<file path="config.mk">
export PLATFORM = sky130hd
export DESIGN_NAME = systolic_pe
export DESIGN_NICKNAME = d
export VERILOG_FILES = /design/src/rtl/systolic_pe.sv
export SDC_FILE = /design/constraint.sdc
export NUM_CORES = 1
export LEC_CHECK = 0
export BUFFER_PORTS_ARGS = -buffer_cell sky130_fd_sc_hd__buf_2
export CAP_MARGIN = 20
export CORE_MARGIN = 3
export CORE_UTILIZATION = 60
export DETAILED_ROUTE_END_ITERATION = 16
export PLACE_DENSITY = 0.82
export SYNTH_ARGS = -nofsm -noshare
export SYNTH_HDL_FRONTEND = slang
export SYNTH_SLANG_ARGS = --single-unit
</file>
<file path="constraint.sdc">
create_clock -name CLK -period 5.6 [get_ports CLK]
set_clock_uncertainty 0.2 [all_clocks]
set_input_delay 1.4 -clock CLK [delete_from_list [all_inputs] [get_ports CLK]]
set_output_delay 1.4 -clock CLK [all_outputs]
set_load 0.02 [all_outputs]
</file>
<file path="src/rtl/systolic_pe.sv">
// systolic_pe: one cell of the systolic matrix-multiply array.
// Operands A and B are forwarded right/down with one register stage, and the
// cell accumulates K_DEPTH products of the operands it sees into a wide
// accumulator. A clear wavefront restarts accumulation and is forwarded with
// the same one-cycle skew as the operands. Completion, sticky overflow and a
// one-cycle result strobe are reported alongside the running sum.
module systolic_pe #(
    parameter int DATA_W   = 8,
    parameter int ACC_W    = 20,
    parameter int K_DEPTH  = 3,
    parameter int SIGNED   = 1,
    parameter int SATURATE = 0
) (
    input  logic              CLK,
    input  logic              RESET,
    input  logic [DATA_W-1:0] a_in,
    input  logic [DATA_W-1:0] b_in,
    input  logic              valid_in,
    input  logic              clear_in,
    output logic [DATA_W-1:0] a_out,
    output logic [DATA_W-1:0] b_out,
    output logic              valid_out,
    output logic              clear_out,
    output logic [ACC_W-1:0]  c_out,
    output logic              c_valid,
    output logic              done,
    output logic              ovf
);

    localparam int PROD_W = 2 * DATA_W;
    // A single-term cell still needs a one-bit counter to keep widths legal.
    localparam int CNT_W  = (K_DEPTH > 1) ? $clog2(K_DEPTH) : 1;
    localparam logic [CNT_W-1:0] CNT_LAST = CNT_W'(K_DEPTH - 1);

    // Parameter sanity: the accumulator must hold at least one full product.
    generate
        if (ACC_W < 2 * DATA_W) begin : g_bad_acc_w
            $error("systolic_pe: ACC_W must be >= 2*DATA_W");
        end
        if (K_DEPTH < 1) begin : g_bad_k_depth
            $error("systolic_pe: K_DEPTH must be >= 1");
        end
    endgenerate

    typedef enum logic [0:0] {
        ST_ACCUM = 1'b0,
        ST_DONE  = 1'b1
    } state_e;

    state_e             state_q, state_d;
    logic [ACC_W-1:0]   acc_q, acc_d;
    logic [CNT_W-1:0]   cnt_q, cnt_d;
    logic               ovf_q, ovf_d;
    logic               c_valid_q, c_valid_d;

    logic [DATA_W-1:0]  a_fwd_q;
    logic [DATA_W-1:0]  b_fwd_q;
    logic               valid_fwd_q;
    logic               clear_fwd_q;

    // Operands widened to product width, product, and the one-bit-wider sum.
    logic [PROD_W-1:0]  a_ext;
    logic [PROD_W-1:0]  b_ext;
    logic [PROD_W-1:0]  prod;
    logic [ACC_W:0]     prod_ext;
    logic [ACC_W:0]     acc_ext;
    logic [ACC_W:0]     sum;
    logic               sum_ovf;
    logic [ACC_W-1:0]   sat_val;

    // Signedness selects sign- versus zero-extension everywhere, plus the
    // overflow rule and the clamp value.
    generate
        if (SIGNED != 0) begin : g_signed
            assign a_ext    = {{DATA_W{a_in[DATA_W-1]}}, a_in};
            assign b_ext    = {{DATA_W{b_in[DATA_W-1]}}, b_in};
            assign prod_ext = {{(ACC_W + 1 - PROD_W){prod[PROD_W-1]}}, prod};
            assign acc_ext  = {acc_q[ACC_W-1], acc_q};
            // Two in-range signed terms overflow iff the two top sum bits differ.
            assign sum_ovf  = sum[ACC_W] ^ sum[ACC_W-1];
            // Negative overflow clamps to the most negative value, else to max.
            assign sat_val  = sum[ACC_W] ? {1'b1, {(ACC_W - 1){1'b0}}}
                                         : {1'b0, {(ACC_W - 1){1'b1}}};
        end else begin : g_unsigned
            assign a_ext    = {{DATA_W{1'b0}}, a_in};
            assign b_ext    = {{DATA_W{1'b0}}, b_in};
            assign prod_ext = {{(ACC_W + 1 - PROD_W){1'b0}}, prod};
            assign acc_ext  = {1'b0, acc_q};
            // Unsigned terms can only overflow upward, into the carry bit.
            assign sum_ovf  = sum[ACC_W];
            assign sat_val  = {ACC_W{1'b1}};
        end
    endgenerate

    // Low PROD_W bits of the widened product equal the exact product in
    // either signedness, since the true result always fits in 2*DATA_W bits.
    assign prod = a_ext * b_ext;
    assign sum  = acc_ext + prod_ext;

    // Forwarding stage: runs every cycle regardless of accumulation state.
    always_ff @(posedge CLK or posedge RESET) begin
        if (RESET) begin
            a_fwd_q     <= '0;
            b_fwd_q     <= '0;
            valid_fwd_q <= 1'b0;
            clear_fwd_q <= 1'b0;
        end else begin
            a_fwd_q     <= a_in;
            b_fwd_q     <= b_in;
            valid_fwd_q <= valid_in;
            clear_fwd_q <= clear_in;
        end
    end

    // State, accumulator, counter, sticky overflow and result strobe.
    always_ff @(posedge CLK or posedge RESET) begin
        if (RESET) begin
            state_q   <= ST_ACCUM;
            acc_q     <= '0;
            cnt_q     <= '0;
            ovf_q     <= 1'b0;
            c_valid_q <= 1'b0;
        end else begin
            state_q   <= state_d;
            acc_q     <= acc_d;
            cnt_q     <= cnt_d;
            ovf_q     <= ovf_d;
            c_valid_q <= c_valid_d;
        end
    end

    // Next-state logic: clear dominates, DONE freezes everything, ACCUM adds.
    always_comb begin
        state_d   = state_q;
        acc_d     = acc_q;
        cnt_d     = cnt_q;
        ovf_d     = ovf_q;
        c_valid_d = 1'b0;

        if (clear_in) begin
            // A pair arriving with clear is dropped; only forwarding sees it.
            state_d = ST_ACCUM;
            acc_d   = '0;
            cnt_d   = '0;
            ovf_d   = 1'b0;
        end else begin
            case (state_q)
                ST_ACCUM: begin
                    if (valid_in) begin
                        if (sum_ovf) begin
                            acc_d = (SATURATE != 0) ? sat_val : sum[ACC_W-1:0];
                            ovf_d = 1'b1;
                        end else begin
                            acc_d = sum[ACC_W-1:0];
                        end
                        if (cnt_q == CNT_LAST) begin
                            state_d   = ST_DONE;
                            cnt_d     = '0;
                            c_valid_d = 1'b1;
                        end else begin
                            cnt_d = cnt_q + CNT_W'(1);
                        end
                    end
                end
                ST_DONE: begin
                    // Result is held until the next clear wavefront.
                end
                default: begin
                    state_d = ST_ACCUM;
                end
            endcase
        end
    end

    assign a_out     = a_fwd_q;
    assign b_out     = b_fwd_q;
    assign valid_out = valid_fwd_q;
    assign clear_out = clear_fwd_q;
    assign c_out     = acc_q;
    assign c_valid   = c_valid_q;
    assign done      = (state_q == ST_DONE);
    assign ovf       = ovf_q;

endmodule

</file>
==> impl_metrics.py, run 1 <==
metrics = {
    "timing": {
        "final_max_slew_viol_count": 0,
        "rsz0062_at_grt": "true",
        "period_share_pct": 107.9,
        "layout_setup_ws_ns": -0.4425,
        "timing.final.hold_violations": 0,
        "clock.fmax_mhz": 165.5,
        "tightestPinTransition_ns": 0.9608,
        "relSlewSlack_pct": 35.85,
        "finalSetupViolCount": 11,
        "fin_crit_ns": 6.043,
    },
    "route": {
        "post_drt_wl_per_cell_um": 20.71,
        "wl_met2_um": 8153,
        "firstDrtPassIters": 5,
        "wirelength_um": 15590,
        "routed-via-count": 4331,
        "drtIter0Drc": 249,
        "routed-wl-met3_um": 1165,
        "final_antenna_net_count": 0,
        "maxUsedRoutingLayer": "met4",
        "route.detailed.drc": 0,
        "met1_length_um": 5782,
        "vias_per_cell": 5.752,
    },
    "yosys": {
        "syn_inst": 503,
        "synth_seq_cells": 43,
        "yosysWarnings": 0,
        "synth.avg_cell_area_um2": 10.19,
        "synth.distinct_cells": 40,
        "synthFlopType": "dfrtp_1",
        "synthArstFlopShare_pct": 100.0,
        "synth-edff-count": 0,
        "netlist_area_um2": 5126,
        "syn_nets": 663,
        "synth.area.top_cells": "fa_1 (36%), dfrtp_1 (21%), ha_1 (12%)",
        "yosysTopAreaCell": "fa_1",
        "synth_top_area_share_pct": 35.93,
        "ys_seq_area_share_pct": 20.99,
    },
    "floorplanning": {
        "core_area_um2": 8258,
        "die_w_um": 98.43,
        "die_h_um": 98.43,
        "row_count": 33,
        "ios": 61,
        "die_area_um2": 9688,
        "start_util_pct": 62.08,
    },
    "placement": {
        "routabilityCongestion": 0.8862,
        "port-buffer-count": 60,
        "place_hpwl_um": 9866,
    },
    "clocking": {
        "cts-root-buf": "clkbuf_8",
        "cts_tree": "yes",
        "clock_sinks": 43,
        "clkTransAtPathRegs_ns": 0.09,
        "cts_hold_buf": 0,
        "numCtsBuffers": 5,
        "clkLatencyLatePin_ns": 0.30,
        "clock_path_buffers": 2,
        "htreeDepth": 2,
    },
    "critical_path": {
        "worst_setup_path_start_kind": "input port",
        "regToRegStartpoint": "c_out[6]$_DFFE_PP0P_",
        "arrival_ns": 6.03,
        "worst-setup-path-type": "input port to flip-flop",
        "critPathRequiredTime_ns": 5.59,
        "reg2reg_depth": 20,
        "crit_fanout": 10,
        "end_kind": "flip-flop",
        "regToRegEndpoint": "c_out[13]$_DFFE_PP0P_",
        "regToRegSetupSlack_ns": 0.56,
    },
    "global_routing": {
        "grt_pass1_wl_um": 21310,
        "grt_overflow_total": 0,
        "track_usage_pct": 27.52,
        "grt_antenna_before_repair": 0,
        "grt_max_degree": 44,
        "grt_pass1_vias": 4409,
    },
    "final_layout": {
        "diodes": 0,
        "area_growth_pct": 34.02,
        "final_layout_size_suffix_gt1_share_pct": 37.35,
        "finalNetCount": 807,
        "fin_util_pct": 83.20,
    },
    "worst_hold_path": {
        "holdCritStartpoint": "c_out[2]$_DFFE_PP0P_",
        "hold_end": "c_out[2]$_DFFE_PP0P_",
        "whs_path_depth": 2,
        "min_path_type": "flip-flop to flip-flop",
    },
    "status": {
        "outcome": "complete, but fails checks",
        "violations": "setup timing",
    },
    "flow_run": {
        "cap_violations": 0,
    },
}
## synthesized netlist by cell type, types with 3 or more instances
| cell | n |
|---|---|
| a211oi_1 | 5 |
| a21oi_1 | 27 |
| and2_1 | 34 |
| clkbuf_1 | 8 |
| dfrtp_1 | 43 |
| fa_1 | 92 |
| ha_1 | 48 |
| inv_1 | 101 |
| nand2_1 | 55 |
| nand2b_1 | 5 |
| nand3_1 | 6 |
| nor2_1 | 19 |
| nor3_1 | 4 |
| o21a_1 | 7 |
| o21ai_0 | 7 |
| o31ai_1 | 3 |
| xnor2_1 | 9 |
| xor2_1 | 4 |
## placed cells by master, fill, tap and decap left out, types with 2 or more instances in the layout
cell      count
inv_1        94
fa_1         84
buf_4        83
nand2_1      51
buf_2        51
dfrtp_1      43
and2_1       29
ha_1         24
ha_4         20
a21oi_1      16
nor2_1       13
a21oi_2       8
inv_2         8
fa_2          8
o21a_1        7
xnor2_1       7
nor2_2        6
clkbuf_8      6
buf_6         6
nand3_1       5
and2_4        5
nand2b_1      4
a21oi_4       4
xor2_1        4
o21ai_2       4
nand2_2       4
ha_2          4
a211oi_2      3
nor3_1        3
o31ai_1       3
buf_12        3
o211ai_2      2
o21ai_0       2
nand3b_1      2
nor4b_1       2
a31oi_1       2
xnor2_2       2
a211oi_1      2
## through the flow
step | instances | hold WS, ns | setup WS (ns) | cell area [um^2] | TNS [ns]
6_report | 753 | 0.3399 | -0.4425 | 6870 | -2.694
5_1_grt | 753 | 0.3881 | -0.4789 | 6870 | -3.529
4_1_cts | 738 | 0.3447 | -0.2256 | 6374 | -1.164
3_5_place_dp | 724 | 0.3216 | -0.6438 | 6142 | -5.338
3_3_place_gp | 724 | 0.3203 | -0.5084 | 6142 | -3.923
2_1_floorplan | 503 | 0.3072 | -0.2579 | 5245 | -0.8454
## worst max path at each step
stage                       start                     to  slack (ns)  cells past startpoint
after floorplan           a_in[7]        ovf$_DFFE_PP0P_       -0.26                     16
after global placement    a_in[7]        ovf$_DFFE_PP0P_       -0.51                     18
after detailed placement  a_in[7]        ovf$_DFFE_PP0P_       -0.64                     20
after CTS                 a_in[7]        ovf$_DFFE_PP0P_       -0.23                     17
after global routing      a_in[7]  c_out[17]$_DFFE_PP0P_       -0.48                     19
final                     a_in[7]        ovf$_DFFE_PP0P_       -0.44                     19
## cells by family (layout without fill, tap and decap cells)
family / after synthesis / after routing / share of synthesized area [%]
adders and majority gates: 140 / 140 / 47.64
AOI/OAI and AO/OA: 65 / 65 / 8.616
buffers and inverters: 110 / 255 / 8.055
DFF: 43 / 43 / 20.99
xor gates and xnor gates: 13 / 13 / 2.221
and+or+nand+nor: 132 / 132 / 12.47
## registers in the layout, summed over array words and instances, names as in the netlist
signal     cells
valid_out      1
ovf            1
clear_out      1
a_out          8
c_valid        1
done           1
cnt_q          2
c_out         20
b_out          8
## what timing repair did
| item | in CTS | in global routing |
|---|---|---|
| resized for setup | 19 | 85 |
| buffers inserted | 7 | 14 |
| setup endpoints to repair | 10 | 13 |
| pin swaps | 28 | 48 |
## worst max-delay path, stage by stage
cell     delay [ns]
buf_12         0.11
and2_4         0.17
buf_12         0.15
fa_1           0.55
inv_1          0.10
fa_1           0.57
inv_2          0.06
fa_1           0.47
fa_1           0.59
ha_4           0.22
ha_4           0.28
nand2_1        0.09
o21ai_2        0.28
buf_4          0.21
a31oi_4        0.05
o31ai_4        0.23
xnor2_2        0.11
xor2_1         0.18
a22o_1         0.18
## routing by layer
layer / track usage, % / vias to the layer above
li1: - / 1850
met1: 35.00 / 2186
met2: 49.92 / 244
met3: 4.105 / 51
met4: 6.303 / 0
met5: 0 / -
## cell type report
type,count,area [um^2]
clock buffer,6,82.58
sequential,43,1076
clock inverter,2,35.03
tap,105,131.4
multi-input combinational,350,4134
fill,413,1388
inverter,102,382.9
timing repair buffer,145,1028
Power of run 1 is not shown: default switching activity piles up to over one toggle a cycle in this logic, so the estimate is an artifact.
==> run 2: changes to the inputs <==
Settings changed: CORE_UTILIZATION 60 to 40, PLACE_DENSITY 0.82 to not set, TNS_END_PERCENT set to 100.
==> run 2 against run 1 <==
The flow still finishes with violations (setup timing). Core utilization decreased by 26 points. Critical endpoint unchanged. Final cell count increased by 8.1%. Flip-flop and latch count unchanged. Die area increased by 47%. Critical path type unchanged. Routed wire length decreased by 18%. Via count decreased by 9.8%. Highest routed layer unchanged. First-iteration DRC count decreased by 39%. Maximum frequency increased by 5.8%. Worst hold slack improved by 0.0059 ns. Final area increased by 3.0%.
==> impl_metrics.py, run 2 (synthesized netlist as in run 1, its figures left out) <==
metrics = {
    "timing": {
        "tightestPinTransition_ns": 0.5313,
        "finalSetupViolCount": 4,
        "fin_crit_ns": 5.710,
        "hold_ws_ns": 0.3458,
        "final_max_slew_viol_count": 0,
        "relSlewSlack_pct": 64.58,
        "clock.fmax_mhz": 175.1,
        "period_share_pct": 102.0,
        "rsz0062_at_grt": "true",
        "timing.final.hold_violations": 0,
        "layout_setup_ws_ns": -0.1102,
    },
    "global_routing": {
        "grt_max_degree": 44,
        "track_usage_pct": 19.19,
        "grt_pass1_wl_um": 21770,
        "grt_antenna_before_repair": 0,
        "grt_overflow_total": 0,
        "grt_pass1_vias": 4408,
    },
    "critical_path": {
        "path_buf_inv": 6,
        "end_kind": "flip-flop",
        "crit_fanout": 9,
        "worst-setup-path-type": "input port to flip-flop",
        "worst_path_largest_cell_delay_ns": 0.54,
        "path_cells": "buf_8 > and2_4 > buf_12 > fa_1 > inv_1 > fa_1 > inv_1 > fa_1 > inv_1 > fa_1 > inv_1 > ha_4 > ha_4 > a211oi_2 > nor2_2 > a2111oi_4 > a21oi_2 > xnor2_1 > xor2_1 > a22o_1",
        "worst_setup_path_start_kind": "input port",
        "critPathRequiredTime_ns": 5.59,
        "critical-path-top-delay-family": "adder cells",
        "cpMaxStageDelayCell": "fa_1",
        "arrival_ns": 5.70,
    },
    "route": {
        "routed-via-count": 3907,
        "met1_length_um": 5710,
        "vias_per_cell": 4.800,
        "wl_met2_um": 6293,
        "route.detailed.drc": 0,
        "maxUsedRoutingLayer": "met4",
        "post_drt_wl_per_cell_um": 15.65,
        "final_antenna_net_count": 0,
        "wirelength_um": 12740,
        "firstDrtPassIters": 4,
        "routed-wl-met3_um": 488,
        "drtIter0Drc": 152,
    },
    "clocking": {
        "clkLatencyLatePin_ns": 0.30,
        "cts_tree": "yes",
        "cts-root-buf": "clkbuf_16",
        "clkTransAtPathRegs_ns": 0.07,
        "clock_path_buffers": 2,
        "clock_sinks": 43,
        "htreeDepth": 2,
        "numCtsBuffers": 5,
        "cts_hold_buf": 0,
    },
    "final_layout": {
        "final_layout_size_suffix_gt1_share_pct": 37.00,
        "multi_input_area_um2": 4192,
        "layout_common_cells": "inv_1 (92), fa_1 (87), buf_4 (75)",
        "diodes": 0,
        "fillCellCount": 1028,
        "fin_util_pct": 57.69,
        "finalNetCount": 805,
        "largest_reg_flops": 20,
        "fin_cells": 814,
        "area_growth_pct": 38.00,
        "ff_latch_area_um2": 1076,
        "final_common_cell": "inv_1",
    },
    "floorplanning": {
        "die_h_um": 119.2,
        "die_w_um": 119.2,
        "ios": 61,
        "core_area_um2": 12260,
        "die_area_um2": 14210,
        "row_count": 40,
        "start_util_pct": 41.81,
    },
    "placement": {
        "port-buffer-count": 60,
        "dpl.cell_count": 790,
        "pre_cts_slack_ns": -0.6376,
        "routabilityCongestion": 0.8656,
        "place_hpwl_um": 10050,
    },
    "flow_run": {
        "cap_violations": 0,
    },
    "status": {
        "outcome": "complete, but fails checks",
        "violations": "setup timing",
    },
    "worst_hold_path": {
        "min_path_type": "flip-flop to flip-flop",
    },
}
run 2: cell count changes in the layout (fill, tap and decap cells not counted), moves of 3 or more:
cell and delta:
clkbuf_8 -6, fa_2 -3, fa_1 +3, buf_4 -8, buf_2 -3, clkbuf_16 +5
buf_8 +3, ha_2 -4, buf_6 +6, clkinv_4 +3
run 2: path summary, 6_finish.rpt:
| check | start | end | depth (start not counted) | slack [ns] |
|---|---|---|---|---|
| hold reg to reg | done$_DFF_PP0_ | done$_DFF_PP0_ | 2 | 0.35 |
| setup / recovery | b_in[0] | ovf$_DFFE_PP0P_ | 20 | -0.11 |
| setup reg to reg | c_out[6]$_DFFE_PP0P_ | c_out[17]$_DFFE_PP0P_ | 17 | 0.72 |
| max in group asynchronous | RESET | c_out[17]$_DFFE_PP0P_ | 3 | 3.89 |
| hold / removal | done$_DFF_PP0_ | done$_DFF_PP0_ | 2 | 0.35 |
| min in group asynchronous | RESET | a_out[2]$_DFF_PP0_ | 2 | 0.84 |
run 2: layer usage:
metal	GRT usage [%]	vias up
met3	4.226	17
met5	0	-
met1	25.51	1965
met2	31.33	73
met4	6.083	0
li1	-	1852
run 2: per-stage QoR:
| step | setup TNS (ns) | cell area, um^2 |
|---|---|---|
| after floorplan | -0.8454 | 5245 |
| after global placement | -4.110 | 6231 |
| after detailed placement | -4.634 | 6231 |
| after CTS | -0.6454 | 6689 |
| after global routing | -1.055 | 7074 |
| final | -0.2012 | 7074 |
run 2: tightest hold or removal path, stage by stage (launching register included):
cell     delay, ns
dfrtp_1       0.38
a31oi_1       0.05
nor2_1        0.08
run 2: area by class of cell:
type | count | share of cell area, %
Clock buffer | 5 | 1.769
Timing Repair Buffer | 142 | 14.96
Inverter | 102 | 5.483
Tap cell | 168 | 2.971
Clock inverter | 3 | 0.3537
Multi-Input combinational cell | 351 | 59.25
Sequential cell | 43 | 15.21
run 2: what timing repair did:
| item | CTS | global route |
|---|---|---|
| resized for setup | 54 | 64 |
| pin swaps | 45 | 38 |
| cloned | 1 | 0 |
| buffers inserted | 6 | 8 |
| endpoints found under the setup margin | 9 | 11 |
Power of run 2 is left out for the same reason.
==> run 3: changes to the inputs <==
Settings changed: CELL_PAD_IN_SITES_DETAIL_PLACEMENT set to 1, CELL_PAD_IN_SITES_GLOBAL_PLACEMENT set to 1, CORE_UTILIZATION 40 to 47, PLACE_DENSITY_LB_ADDON set to 0.1.
==> run 3 against run 2 <==
Via count increased by 13%. Global-route usage up 9.6 points. Maximum frequency is 5.3% lower. Flip-flop and latch count unchanged. Non-clock buffer count is 6 lower. Sequential share of layout area grew 0.50 points. Critical path depth fell by 3. The run still ends with setup timing left. First-iteration DRC count up 65%. Critical endpoint unchanged. Final area down 3.2%. Core utilization grew 7.8 points. Setup slack worse by 0.32 ns.
==> impl_metrics.py, run 3 (synthesized netlist as in run 1, its figures left out) <==
metrics = {
    "status": {
        "outcome": "complete, but fails checks",
        "violations": "setup timing",
    },
    "critical_path": {
        "path_buf_inv": 3,
        "cp_num_cells": 17,
        "critPathRequiredTime_ns": 5.62,
        "path_cells": "buf_2 > nand2_1 > fa_2 > buf_4 > fa_1 > inv_1 > fa_1 > fa_1 > ha_1 > ha_1 > a21oi_2 > o21ai_4 > a2111oi_4 > a21oi_4 > xnor2_2 > xor2_1 > a22o_1",
        "arrival_ns": 6.05,
        "critical-path-top-delay-family": "adder cells",
        "worst_setup_path_start_kind": "input port",
        "cpMaxStageDelayCell": "fa_2",
        "reg2reg_depth": 17,
        "crit_fanout": 7,
        "end_kind": "flip-flop",
        "worst-setup-path-type": "input port to flip-flop",
        "worst_path_largest_cell_delay_ns": 0.59,
        "crit_top_cell": "fa_1",
    },
    "route": {
        "firstDrtPassIters": 5,
        "routed-via-count": 4405,
        "final_antenna_net_count": 0,
        "route.detailed.drc": 0,
        "drtIter0Drc": 251,
        "post_drt_wl_per_cell_um": 24.39,
        "wirelength_um": 18900,
        "vias_per_cell": 5.684,
    },
    "placement": {
        "place_hpwl_um": 12150,
        "routabilityCongestion": 0.8249,
        "pre_cts_slack_ns": -0.7652,
        "port-buffer-count": 60,
    },
    "global_routing": {
        "grt_pass1_wl_um": 27390,
        "grt_antenna_before_repair": 0,
        "grt_max_degree": 44,
        "grt_pass1_vias": 5055,
        "track_usage_pct": 28.82,
        "grt_overflow_total": 0,
    },
    "timing": {
        "layout_setup_ws_ns": -0.4271,
        "period_share_pct": 107.6,
        "rsz0062_at_grt": "true",
        "final_max_slew_viol_count": 0,
        "finalSetupViolCount": 12,
        "relSlewSlack_pct": 62.00,
        "timing.final.hold_violations": 0,
        "clock.fmax_mhz": 165.9,
        "fin_crit_ns": 6.027,
        "tightestPinTransition_ns": 0.5700,
        "hold_ws_ns": 0.3462,
    },
    "final_layout": {
        "fillCellCount": 1131,
        "final_layout_size_suffix_gt1_share_pct": 35.52,
        "final_common_cell": "inv_1",
        "layout_common_cells": "inv_1 (95), fa_1 (85), buf_4 (73)",
        "diodes": 0,
        "largest_reg_flops": 20,
        "area_growth_pct": 33.59,
        "fin_util_pct": 65.45,
        "finalNetCount": 798,
    },
    "clocking": {
        "clkTransAtPathRegs_ns": 0.10,
        "clkLatencyLatePin_ns": 0.34,
        "htreeDepth": 2,
        "cts_tree": "yes",
        "cts-root-buf": "clkbuf_8",
        "clock_path_buffers": 2,
        "numCtsBuffers": 5,
        "clock_sinks": 43,
        "cts_hold_buf": 0,
    },
    "floorplanning": {
        "row_count": 37,
        "start_util_pct": 49.00,
        "die_w_um": 110.4,
        "ios": 61,
        "die_area_um2": 12200,
        "core_area_um2": 10460,
        "die_h_um": 110.4,
    },
    "worst_hold_path": {
        "whs_path_depth": 2,
        "min_path_type": "flip-flop to flip-flop",
    },
    "flow_run": {
        "cap_violations": 0,
    },
}
run 3: changes by cell type in the layout (fill, tap and decap cells not counted), sizes merged:
cell,delta
and2,-1
buf,-9
bufinv,+1
clkbuf,+3
clkinv,-1
clkinvlp,-1
inv,+1
run 3: final timing paths:
kind                                 startpoint                    end  slack, ns
min                        c_out[3]$_DFFE_PP0P_   c_out[3]$_DFFE_PP0P_       0.35
min reg2reg                c_out[3]$_DFFE_PP0P_   c_out[3]$_DFFE_PP0P_       0.35
max                                     b_in[3]        ovf$_DFFE_PP0P_      -0.43
min in group asynchronous                 RESET     a_out[0]$_DFF_PP0_       0.76
max reg2reg                c_out[6]$_DFFE_PP0P_  c_out[17]$_DFFE_PP0P_       0.47
max in group asynchronous                 RESET     b_out[5]$_DFF_PP0_       3.96
run 3: worst reg2reg max path: stages, from the launching register on:
cell,delay (ns)
dfrtp_1,0.40
inv_1,0.11
fa_1,0.59
inv_1,0.09
fa_1,0.53
inv_1,0.06
fa_1,0.49
inv_1,0.08
fa_2,0.40
fa_1,0.52
ha_4,0.32
o211ai_2,0.11
o211ai_2,0.26
a31oi_4,0.16
nor2_2,0.16
o21ai_1,0.09
or4_1,0.41
nand3_1,0.08
run 3: repair_timing:
| item | CTS | global route |
|---|---|---|
| buffers inserted | 4 | 7 |
| resized for setup | 44 | 46 |
| setup endpoints to repair | 10 | 12 |
| pin swaps | 38 | 32 |
run 3: layer usage:
layer / track usage, % / vias to the layer above / share of wire (%)
li1: - / 1836 / -
met1: 33.51 / 2290 / 37
met2: 52.51 / 201 / 53
met3: 4.219 / 78 / 4.5
met4: 12.56 / 0 / 5.3
met5: 0 / - / 0
run 3: area by class of cell:
class                   count  area, um^2  area share, %
clock buffers               5       68.82          1.005
clock inverters             3       47.55         0.6943
inverters                 102       384.1          5.609
multi-input cells         350        4141          60.48
flip-flops and latches     43        1076          15.71
well taps                 136       170.2          2.485
repair buffers            136       959.7          14.01
run 3: metrics by stage:
step | TNS (ns) | instances | instance area [um^2]
CTS | -1.176 | 767 | 6559
global route | -4.263 | 775 | 6848
detailed placement | -6.026 | 755 | 6181
finish | -3.187 | 775 | 6848
global placement | -4.188 | 755 | 6181
floorplan | -0.8454 | 503 | 5245
Power of run 3 is left out for the same reason.
